[src/rtl/conv_viterbi_codec_pkg.sv]
// Shared types and code definition for the rate-1/2, K=3 convolutional codec.
// Metrics live in an 8-bit container; METRIC_W of 3..7 is supported.
package conv_codec_pkg;

  localparam logic [2:0] G0 = 3'b111;
  localparam logic [2:0] G1 = 3'b101;

  localparam int unsigned NUM_STATES = 4;
  localparam int unsigned METRIC_CONTAINER_W = 8;

  // Encoder/trellis state {s1, s0} = {b[k-1], b[k-2]}
  typedef logic [1:0] state_t;
  typedef logic [METRIC_CONTAINER_W-1:0] metric_t;

  localparam metric_t METRIC_INIT = 8'd4;

  typedef enum logic {
    PHASE0,
    PHASE1
  } phase_t;

  typedef enum logic [1:0] {
    DEC_PRIME,
    DEC_SYM0,
    DEC_SYM1
  } dec_state_t;

  // Returns {c0, c1} for information bit b leaving state s
  function automatic logic [1:0] expected_symbol(state_t s, logic b);
    logic [2:0] taps;
    taps = {b, s};
    return {^(taps & G0), ^(taps & G1)};
  endfunction

  function automatic logic [1:0] branch_dist(logic [1:0] a, logic [1:0] b);
    logic [1:0] x;
    x = a ^ b;
    return {1'b0, x[1]} + {1'b0, x[0]};
  endfunction

endpackage

[src/rtl/conv_viterbi_codec_if.sv]
// Codec signal bundle: information/channel side and decoder results.
interface conv_viterbi_codec_if;
  logic info;
  logic code;
  logic code_in;
  logic decoded;
  logic valid;
  logic error;

  modport master (
    output info,
    output code_in,
    input  code,
    input  decoded,
    input  valid,
    input  error
  );

  modport slave (
    input  info,
    input  code_in,
    output code,
    output decoded,
    output valid,
    output error
  );
endinterface

[src/rtl/conv_encoder.sv]
// Rate-1/2 K=3 encoder; emits c0 then c1 on alternate clocks.
module conv_encoder
  import conv_codec_pkg::*;
(
  input logic Clock,
  input logic reset,
  conv_viterbi_codec_if.slave bus
);

  phase_t     phase, phase_next;
  state_t     state, state_next;
  logic       parity, parity_next;
  logic       code, code_next;
  logic [1:0] sym;

  assign sym      = expected_symbol(state, bus.info);
  assign bus.code = code;

  always_ff @(posedge Clock or negedge reset) begin
    if (!reset) begin
      phase  <= PHASE0;
      state  <= '0;
      parity <= 1'b0;
      code   <= 1'b0;
    end else begin
      phase  <= phase_next;
      state  <= state_next;
      parity <= parity_next;
      code   <= code_next;
    end
  end

  always_comb begin
    phase_next  = phase;
    state_next  = state;
    parity_next = parity;
    code_next   = code;
    case (phase)
      PHASE0: begin
        code_next   = sym[1];
        parity_next = sym[0];
        state_next  = {bus.info, state[1]};
        phase_next  = PHASE1;
      end
      default: begin
        code_next  = parity;
        phase_next = PHASE0;
      end
    endcase
  end

endmodule

[src/rtl/viterbi_decoder.sv]
// Hard-decision 4-state Viterbi decoder with register-exchange survivors.
// Output bit is the oldest survivor bit of the best state after each ACS.
module viterbi_decoder
  import conv_codec_pkg::*;
#(
  parameter int unsigned TB_DEPTH = 16,
  parameter int unsigned METRIC_W = 4
) (
  input logic Clock,
  input logic reset,
  conv_viterbi_codec_if.slave bus
);

  localparam metric_t    METRIC_MAX = metric_t'((1 << METRIC_W) - 1);
  localparam logic [5:0] LAST_FILL  = 6'(TB_DEPTH - 1);

  dec_state_t          state, state_next;
  logic                capture_r0, do_acs;
  logic                r0;
  logic [5:0]          fill_cnt;
  logic                decoded_q, valid_q, error_q;
  metric_t             metric     [NUM_STATES];
  logic [TB_DEPTH-1:0] surv       [NUM_STATES];
  metric_t             acc_sum    [NUM_STATES];
  metric_t             new_metric [NUM_STATES];
  logic [TB_DEPTH-1:0] new_surv   [NUM_STATES];
  logic [1:0]          rx;
  state_t              pred_a, pred_b;
  metric_t             sum_a, sum_b;
  metric_t             min_sum;
  state_t              min_idx;

  assign bus.decoded = decoded_q;
  assign bus.valid   = valid_q;
  assign bus.error   = error_q;
  assign rx          = {r0, bus.code_in};

  // The prime state absorbs the one-cycle register delay of the encoder output
  always_ff @(posedge Clock or negedge reset) begin
    if (!reset) state <= DEC_PRIME;
    else        state <= state_next;
  end

  always_comb begin
    state_next = state;
    capture_r0 = 1'b0;
    do_acs     = 1'b0;
    case (state)
      DEC_PRIME: state_next = DEC_SYM0;
      DEC_SYM0: begin
        capture_r0 = 1'b1;
        state_next = DEC_SYM1;
      end
      DEC_SYM1: begin
        do_acs     = 1'b1;
        state_next = DEC_SYM0;
      end
      default: state_next = DEC_PRIME;
    endcase
  end

  // Next state i = {b, s1}; predecessors {s1,0} and {s1,1}, tie goes to s0=0
  always_comb begin
    pred_a   = '0;
    pred_b   = '0;
    sum_a    = '0;
    sum_b    = '0;
    acc_sum  = '{default: '0};
    new_surv = '{default: '0};
    for (int unsigned i = 0; i < NUM_STATES; i++) begin
      pred_a = {i[0], 1'b0};
      pred_b = {i[0], 1'b1};
      sum_a  = metric[pred_a] + metric_t'(branch_dist(expected_symbol(pred_a, i[1]), rx));
      sum_b  = metric[pred_b] + metric_t'(branch_dist(expected_symbol(pred_b, i[1]), rx));
      if (sum_b < sum_a) begin
        acc_sum[i]  = sum_b;
        new_surv[i] = {surv[pred_b][TB_DEPTH-2:0], i[1]};
      end else begin
        acc_sum[i]  = sum_a;
        new_surv[i] = {surv[pred_a][TB_DEPTH-2:0], i[1]};
      end
    end
  end

  always_comb begin
    min_sum    = acc_sum[0];
    min_idx    = '0;
    new_metric = '{default: '0};
    for (int unsigned i = 1; i < NUM_STATES; i++) begin
      if (acc_sum[i] < min_sum) begin
        min_sum = acc_sum[i];
        min_idx = state_t'(i);
      end
    end
    for (int unsigned i = 0; i < NUM_STATES; i++) begin
      new_metric[i] = ((acc_sum[i] - min_sum) > METRIC_MAX) ? METRIC_MAX : (acc_sum[i] - min_sum);
    end
  end

  always_ff @(posedge Clock or negedge reset) begin
    if (!reset) begin
      r0        <= 1'b0;
      fill_cnt  <= '0;
      decoded_q <= 1'b0;
      valid_q   <= 1'b0;
      error_q   <= 1'b0;
      for (int unsigned i = 0; i < NUM_STATES; i++) begin
        metric[i] <= (i == 0) ? '0 : METRIC_INIT;
        surv[i]   <= '0;
      end
    end else begin
      if (capture_r0) r0 <= bus.code_in;
      if (do_acs) begin
        for (int unsigned i = 0; i < NUM_STATES; i++) begin
          metric[i] <= new_metric[i];
          surv[i]   <= new_surv[i];
        end
        decoded_q <= new_surv[min_idx][TB_DEPTH-1];
        error_q   <= (min_sum != '0);
        if (!valid_q) begin
          fill_cnt <= fill_cnt + 6'd1;
          if (fill_cnt == LAST_FILL) valid_q <= 1'b1;
        end
      end
    end
  end

endmodule

[src/rtl/conv_viterbi_codec.sv]
// Codec top: encoder and decoder sharing clock and reset; channel loop is external.
module conv_viterbi_codec #(
  parameter int unsigned TB_DEPTH = 16,
  parameter int unsigned METRIC_W = 4
) (
  input  logic Clock,
  input  logic reset,
  input  logic in,
  output logic out,
  input  logic code_in,
  output logic decoded,
  output logic valid,
  output logic error
);

  conv_viterbi_codec_if link ();

  assign link.info    = in;
  assign link.code_in = code_in;
  assign out          = link.code;
  assign decoded      = link.decoded;
  assign valid        = link.valid;
  assign error        = link.error;

  conv_encoder u_encoder (
    .Clock (Clock),
    .reset (reset),
    .bus   (link.slave)
  );

  viterbi_decoder #(
    .TB_DEPTH (TB_DEPTH),
    .METRIC_W (METRIC_W)
  ) u_decoder (
    .Clock (Clock),
    .reset (reset),
    .bus   (link.slave)
  );

endmodule

[config.mk]
export PLATFORM = sky130hd
export DESIGN_NAME = conv_viterbi_codec
export DESIGN_NICKNAME = d
export VERILOG_FILES = /design/src/rtl/conv_viterbi_codec_pkg.sv /design/src/rtl/conv_viterbi_codec_if.sv /design/src/rtl/conv_encoder.sv /design/src/rtl/viterbi_decoder.sv /design/src/rtl/conv_viterbi_codec.sv
export SDC_FILE = /design/constraint.sdc
export NUM_CORES = 1
export LEC_CHECK = 0
export CAP_MARGIN = 25
export CORE_ASPECT_RATIO = 1.4
export CORE_UTILIZATION = 32
export DETAILED_ROUTE_END_ITERATION = 8
export GPL_TIMING_DRIVEN = 0
export HOLD_SLACK_MARGIN = 0.06
export PLACE_DENSITY = 0.53
export SETUP_SLACK_MARGIN = 0.5
export SYNTH_ARGS = -nofsm -noshare
export SYNTH_HDL_FRONTEND = slang
export SYNTH_SLANG_ARGS = --single-unit
[constraint.sdc]
create_clock -name Clock -period 15.7 [get_ports Clock]
set_input_delay 3.14 -clock Clock [delete_from_list [all_inputs] [get_ports Clock]]
set_output_delay 3.14 -clock Clock [all_outputs]
set_load 0.005 [all_outputs]
---- After elaboration in Yosys (flattened, before gate mapping) ----
Cells that the tools add are included.
storage, ports and cells
  output and inout bits ................... 4
  bits in registers ....................... 109
  bits of input ports ..................... 4
  logic and storage cells ................. 89
operators by class
  reduce and logical (&&, ||, !) cells .... 6
  equality and inequality tests ........... 3
  bitwise gates (word level) .............. 5
  magnitude comparators ................... 12
  muxes and demuxes ....................... 28
  $add $sub $neg .......................... 17
operator list
  kind                                                                    count
  16-bit two-way mux                                                      6
  8-bit two-way mux                                                       11
  8-bit by 2-bit adder with 8-bit output                                  8
  8-bit less-than comparator                                              7
  16-bit binary-select mux with 2-bit select                              1
  8-bit by 4-bit > comparator with 1-bit output (second input constant)   4
  8-bit subtractor                                                        4
  1-bit by 1-bit adder with 2-bit output                                  4
  8-bit nonzero test                                                      1
  1-bit two-way mux                                                       7
  6-bit by 1-bit adder with 6-bit output (second input constant)          1
  6-bit by 4-bit equality test with 1-bit output (second input constant)  1
  3-bit parity                                                            2
  2-bit two-way mux                                                       2
  2-bit case mux with 2 select lines                                      1
  3-bit greater-or-equal comparator (second input constant)               1
  1-bit inverter                                                          3
  2-bit inverter with 3-bit output                                        1
  2-bit by 1-bit equality test with 1-bit output (second input constant)  1
  2-bit equality test (second input constant)                             1
  2-bit logical NOT                                                       1
  2-bit inverter                                                          1
  2-bit AND reduction                                                     1
  2-bit OR reduction                                                      1

---- Depth between registers and ports, before layout ----
  depth after elaboration ................. 15
  mapped depth ............................ 60
  depth with buffers taken out ............ 57

---- Worst setup path before layout ----
OpenSTA, ideal clock, no wires.
  path kind ............................... input to register
  start ................................... input port code_in
  end ..................................... register u_decoder.metric[0] (netlist bit)
  required time ........................... 15564 ps
  library setup time ...................... 136 ps
  buffers on the path ..................... 3
  slack ................................... 1480 ps
  stages on the path ...................... 56
  arrival ................................. 14083 ps
  cell sequence ........................... inv_1 ha_1 inv_1 ha_1 nand2b_1 a31oi_1 nand3_1 xnor2_1 ha_1 a21o_1 or3_1 a31oi_1 nor2_1 clkbuf_1 o21ai_0 inv_1 ha_1 a21oi_1 [... 20 more ...] nand3_1 nor2_1 o21ai_0 and2_1 buf_4 nand2_1 mux2i_1 ha_1 inv_1 ha_1 nand2b_1 maj3_1 maj3_1 nor3_1 o21ai_0 and3_1 nor4_4 a31oi_1
between the ends
  word-level cells in the longest chain between the ends .. 14
  elaborated cells on any way between the ends .. 31
  those cells by class .................... add/sub (13); order compare (8); mux (8); bitwise (2)
ends and longest elaborated chain
  what                                                        line                          text
  from (decl)                                                 conv_viterbi_codec.sv:10      input logic code_in,
  1-bit inverter (no line) or 2-bit inverter (tied branches)  --
  1-bit by 1-bit adder with 2-bit output                      conv_viterbi_codec_pkg.sv:38  return {1'b0, x[1]} + {1'b0, x[0]};
  8-bit by 2-bit adder with 8-bit output                      viterbi_decoder.sv:74         sum_b = metric[pred_b] + metric_t'(branch_dist(expected_symbol(pred_b, i[1]), rx));
  8-bit less-than comparator                                  viterbi_decoder.sv:75         if (sum_b < sum_a) begin
  8-bit two-way mux                                           viterbi_decoder.sv:75
  8-bit less-than comparator                                  viterbi_decoder.sv:90         if (acc_sum[i] < min_sum) begin
  8-bit two-way mux                                           viterbi_decoder.sv:90
  8-bit less-than comparator                                  viterbi_decoder.sv:90
  8-bit two-way mux                                           viterbi_decoder.sv:90
  8-bit less-than comparator                                  viterbi_decoder.sv:90
  8-bit two-way mux                                           viterbi_decoder.sv:90
  8-bit subtractor (*)                                        viterbi_decoder.sv:96         new_metric[i] = ((acc_sum[i] - min_sum) > METRIC_MAX) ? METRIC_MAX : (acc_sum[i] - min_sum);
  8-bit by 4-bit > comparator with 1-bit output               viterbi_decoder.sv:96
  8-bit two-way mux (*)                                       viterbi_decoder.sv:96
  to (signal, indexed assignment)                             viterbi_decoder.sv:108        metric[i] <= (i == 0) ? '0 : METRIC_INIT;
  to (signal, indexed assignment)                             viterbi_decoder.sv:115        metric[i] <= new_metric[i];
  to (decl)                                                   viterbi_decoder.sv:22         metric_t metric [NUM_STATES];
Every way passes the cells marked *; elsewhere a longest branch is shown, timed or not.
A chain may end at the register's enable or synchronous reset.

---- Worst setup path in the final report ----
Same ends and word-level chain as after synthesis.

==> flow_summary.toml <==
[worst_setup_path]
r2r_cells = 54
cp-start-kind = "input pin"
r2r-start = "u_decoder.r0"
critPathMaxStageDelay_ps = 400
worst_path_max_delay_cell = "ha_1"
critical_path.most_common_cell = "ha_1"
r2r_setup_slack_ps = 3580
cp-end-kind = "flip-flop"
arrival_ps = 14740
cp-startpoint = "code_in"
cp-endpoint = "u_decoder.metric[0]"
path_max_fanout = 10
timing.rr.end = "u_decoder.metric[0]"
cp_data_required_time_ps = 15930
criticalPathCategory = "in -> reg"

[route]
vias_per_cell = 5.43
drcViolationCount = 0
ant_nets = 0
post_drt_wl_per_cell_um = 19.4
first_pass_iters = 5
route.final.wire_length_um = 29800
vias = 8357
drtIter0Drc = 406

[status]
status = "completed"

[timing]
period_needed_ps = 14510
fin_crit_sh_pct = 92.4
finClkSkew_ps = 12.7
worst_pin_slew_ps = 1030
setup_viol_count_final = 0
slew_violations = 0
slew_headroom_pct = 30.5
timing.final.ws_setup_ps = 1190
max_freq_mhz = 68.9
final-hold-violation-count = 0
rsz0062_at_grt = "no"

[synth]
synth_edf_count = 0
ys.flop_type = "dfrtp_1"
netlist_instances = 1126
syn_area_per_cell_sq_um = 8.31
ys_types = 79
synth-seq-cells = 104
ys_seq_area_share_pct = 27.9
synth.cell_area_sq_um = 9360
syn-num-nets = 1209
ys_warn_count = 0
synth-async-reset-ratio_pct = 100

[worst_hold_path]
hp-class = "reg -> reg"

[cells_and_area]
final_util_pct = 37.1
n_antenna_cell = 0
syn_to_final_growth_pct = 13.3
finalNetCount = 1241
drive_gt1_share_pct = 12.2

[cts]
postCtsHoldBufs = 0
insertion_delay_ps = 370
cts.sinks = 104
cts.path.max_buffers = 2
clk_pin_slew_worst_paths_ps = 80
cts_tree = "yes"
cts-root-buf = "clkbuf_16"
htree_levels = 3
cts-buffers-inserted = 9

[floorplan]
die_x_um = 147
rows = 73
io_pins = 8
die_h_um = 204
core_area_sq_um = 28600
dieArea_sq_um = 29900
initial_core_util_pct = 32.7

[grt]
grt_max_degree = 69
antenna_found_initial = 0
grt_use_total_pct = 20.3
grt_pass1_wl_um = 46500
grt_remaining_overflow = 0
grt_pass1_vias = 8412

[place]
hpwl_um = 23600
gp_congestion = 0.888
place_worst_setup_slack_ps = -3010
portBuffers = 7

[run]
cap_violations = 0
-- state kept, by name, indices dropped and copies added (netlist names) --
name                   flops
u_decoder.state            2
u_decoder.surv            55
u_decoder.bus.valid        1
u_encoder.bus.code         1
u_encoder.parity           1
u_decoder.r0               1
u_encoder.phase            1
u_decoder.fill_cnt         6
u_decoder.metric          32
u_decoder.bus.error        1
u_encoder.state            2
u_decoder.bus.decoded      1
-- stage by stage --
step                cells  instance area [sq um]  TNS, ps  hold slack (ps)
finish               1538                  10600        0              444
global route         1538                  10600        0              485
CTS                  1530                  10400        0              447
detailed placement   1510                   9930   -43930              435
global placement     1508                   9900   -43030              435
floorplan            1126                   9360        0              420
-- cell type report --
class	instances	area, sq um
Fill cell	2982	18000
Multi-Input combinational cell	914	6570
Clock inverter	6	75.1
Buffer	51	260
Clock buffer	10	229
Inverter	57	214
Tap cell	375	469
Sequential cell	104	2610
Timing Repair Buffer	21	183
-- layout by cell type, fill, tap and decap left out, types with 8 or more instances in the layout --
| master | Yosys | layout |
|---|---|---|
| nand3_1 | 26 | 24 |
| clkbuf_16 | 0 | 9 |
| a31oi_1 | 34 | 31 |
| dfrtp_1 | 101 | 101 |
| xor2_1 | 30 | 30 |
| nand4_1 | 15 | 15 |
| inv_1 | 57 | 55 |
| a21oi_1 | 54 | 45 |
| nor3_1 | 28 | 27 |
| nor2_1 | 93 | 92 |
| nand2_1 | 138 | 136 |
| o21ai_0 | 83 | 79 |
| a21oi_2 | 2 | 8 |
| clkbuf_1 | 31 | 29 |
| xnor2_1 | 60 | 57 |
| mux2_2 | 15 | 15 |
| buf_4 | 1 | 14 |
| nor2b_1 | 18 | 18 |
| ha_1 | 79 | 75 |
| a21o_1 | 17 | 17 |
| buf_2 | 12 | 14 |
| nand2b_1 | 10 | 10 |
| mux2i_1 | 57 | 54 |
-- synthesized netlist by cell type (all sizes together) (3+ instances only) --
cell type	instances	share of area, %
o211a	3	0.32
a21o	18	1.5
nand2b	10	0.67
or2	6	0.40
xor2	30	2.8
dfrtp	101	27
a22o	5	0.47
mux2	15	1.8
nor2b	18	1.2
ha	79	11
nand2	138	5.5
and2	7	0.52
o211ai	4	0.32
o21a	4	0.32
xnor2	61	5.8
buf	18	1.2
o31ai	11	0.88
a211o	5	0.47
nand4	15	1.0
a41o	3	0.32
a41oi	6	0.56
a311oi	5	0.53
dfstp	3	0.84
and4	5	0.47
inv	57	2.3
nand3	26	1.4
nor4	3	0.36
o21ai	89	4.8
a211oi	5	0.45
a31oi	34	2.3
nor3	29	1.6
nor2	94	3.8
o22ai	3	0.20
o311ai	7	0.66
or3	7	0.47
a22oi	7	0.56
maj3	6	0.64
and3	7	0.47
clkbuf	33	1.4
a31o	4	0.37
a21oi	59	3.6
o31a	4	0.37
mux2i	57	6.1
-- critical path: cells and delay by family --
family | cells | cell delay [ps]
buffers and inverters | 8 | 1160
muxes | 2 | 660
xor gates and xnor gates | 1 | 180
and+or+nand+nor | 16 | 2520
AOI/OAI and AO/OA | 17 | 3780
adders and majority gates | 11 | 3280
-- repair_timing --
| action | 4_1_cts | 5_1_grt |
|---|---|---|
| setup endpoints to repair | 18 | 16 |
| buffers inserted | 4 | 7 |
| resized for setup | 44 | 29 |
| pin swaps | 4 | 9 |
-- cell families (layout without fill, tap and decap cells) --
family                   after synthesis  in the layout  synth area share, %
AND/OR/NAND/NOR                      369            369                 18.2
buffers and inverters                108            145                 4.88
AO/OA/AOI/OAI                        297            297                 21.3
flip-flops                           104            104                 27.9
adder cells (fa/ha/maj)               85             85                 11.2
multiplexers                          72             72                 7.90
XOR/XNOR                              91             91                 8.60
-- worst min path at each step --
stage | to | cells past startpoint | slack, ps | from
2_1_floorplan | u_decoder.state[0] | 1 | 420 | u_decoder.state[0]
3_3_place_gp | u_decoder.state[0] | 1 | 440 | u_decoder.state[0]
3_5_place_dp | u_decoder.state[0] | 1 | 440 | u_decoder.state[0]
4_1_cts | u_decoder.state[0] | 1 | 450 | u_decoder.state[0]
5_1_grt | u_decoder.surv[0] | 1 | 490 | u_decoder.surv[0]
6_report | u_decoder.state[0] | 1 | 440 | u_decoder.state[0]
-- metal layers --
layer / global-route usage (%) / share of wire, % / vias up
li1: - / - / 4106
met1: 22.5 / 41 / 4019
met2: 37.6 / 51 / 154
met3: 2.19 / 2.6 / 78
met4: 10.9 / 5.5 / 0
met5: 0 / 0 / -
Power is not shown: default switching activity piles up to over one toggle a cycle in this logic, so the estimate is an artifact.
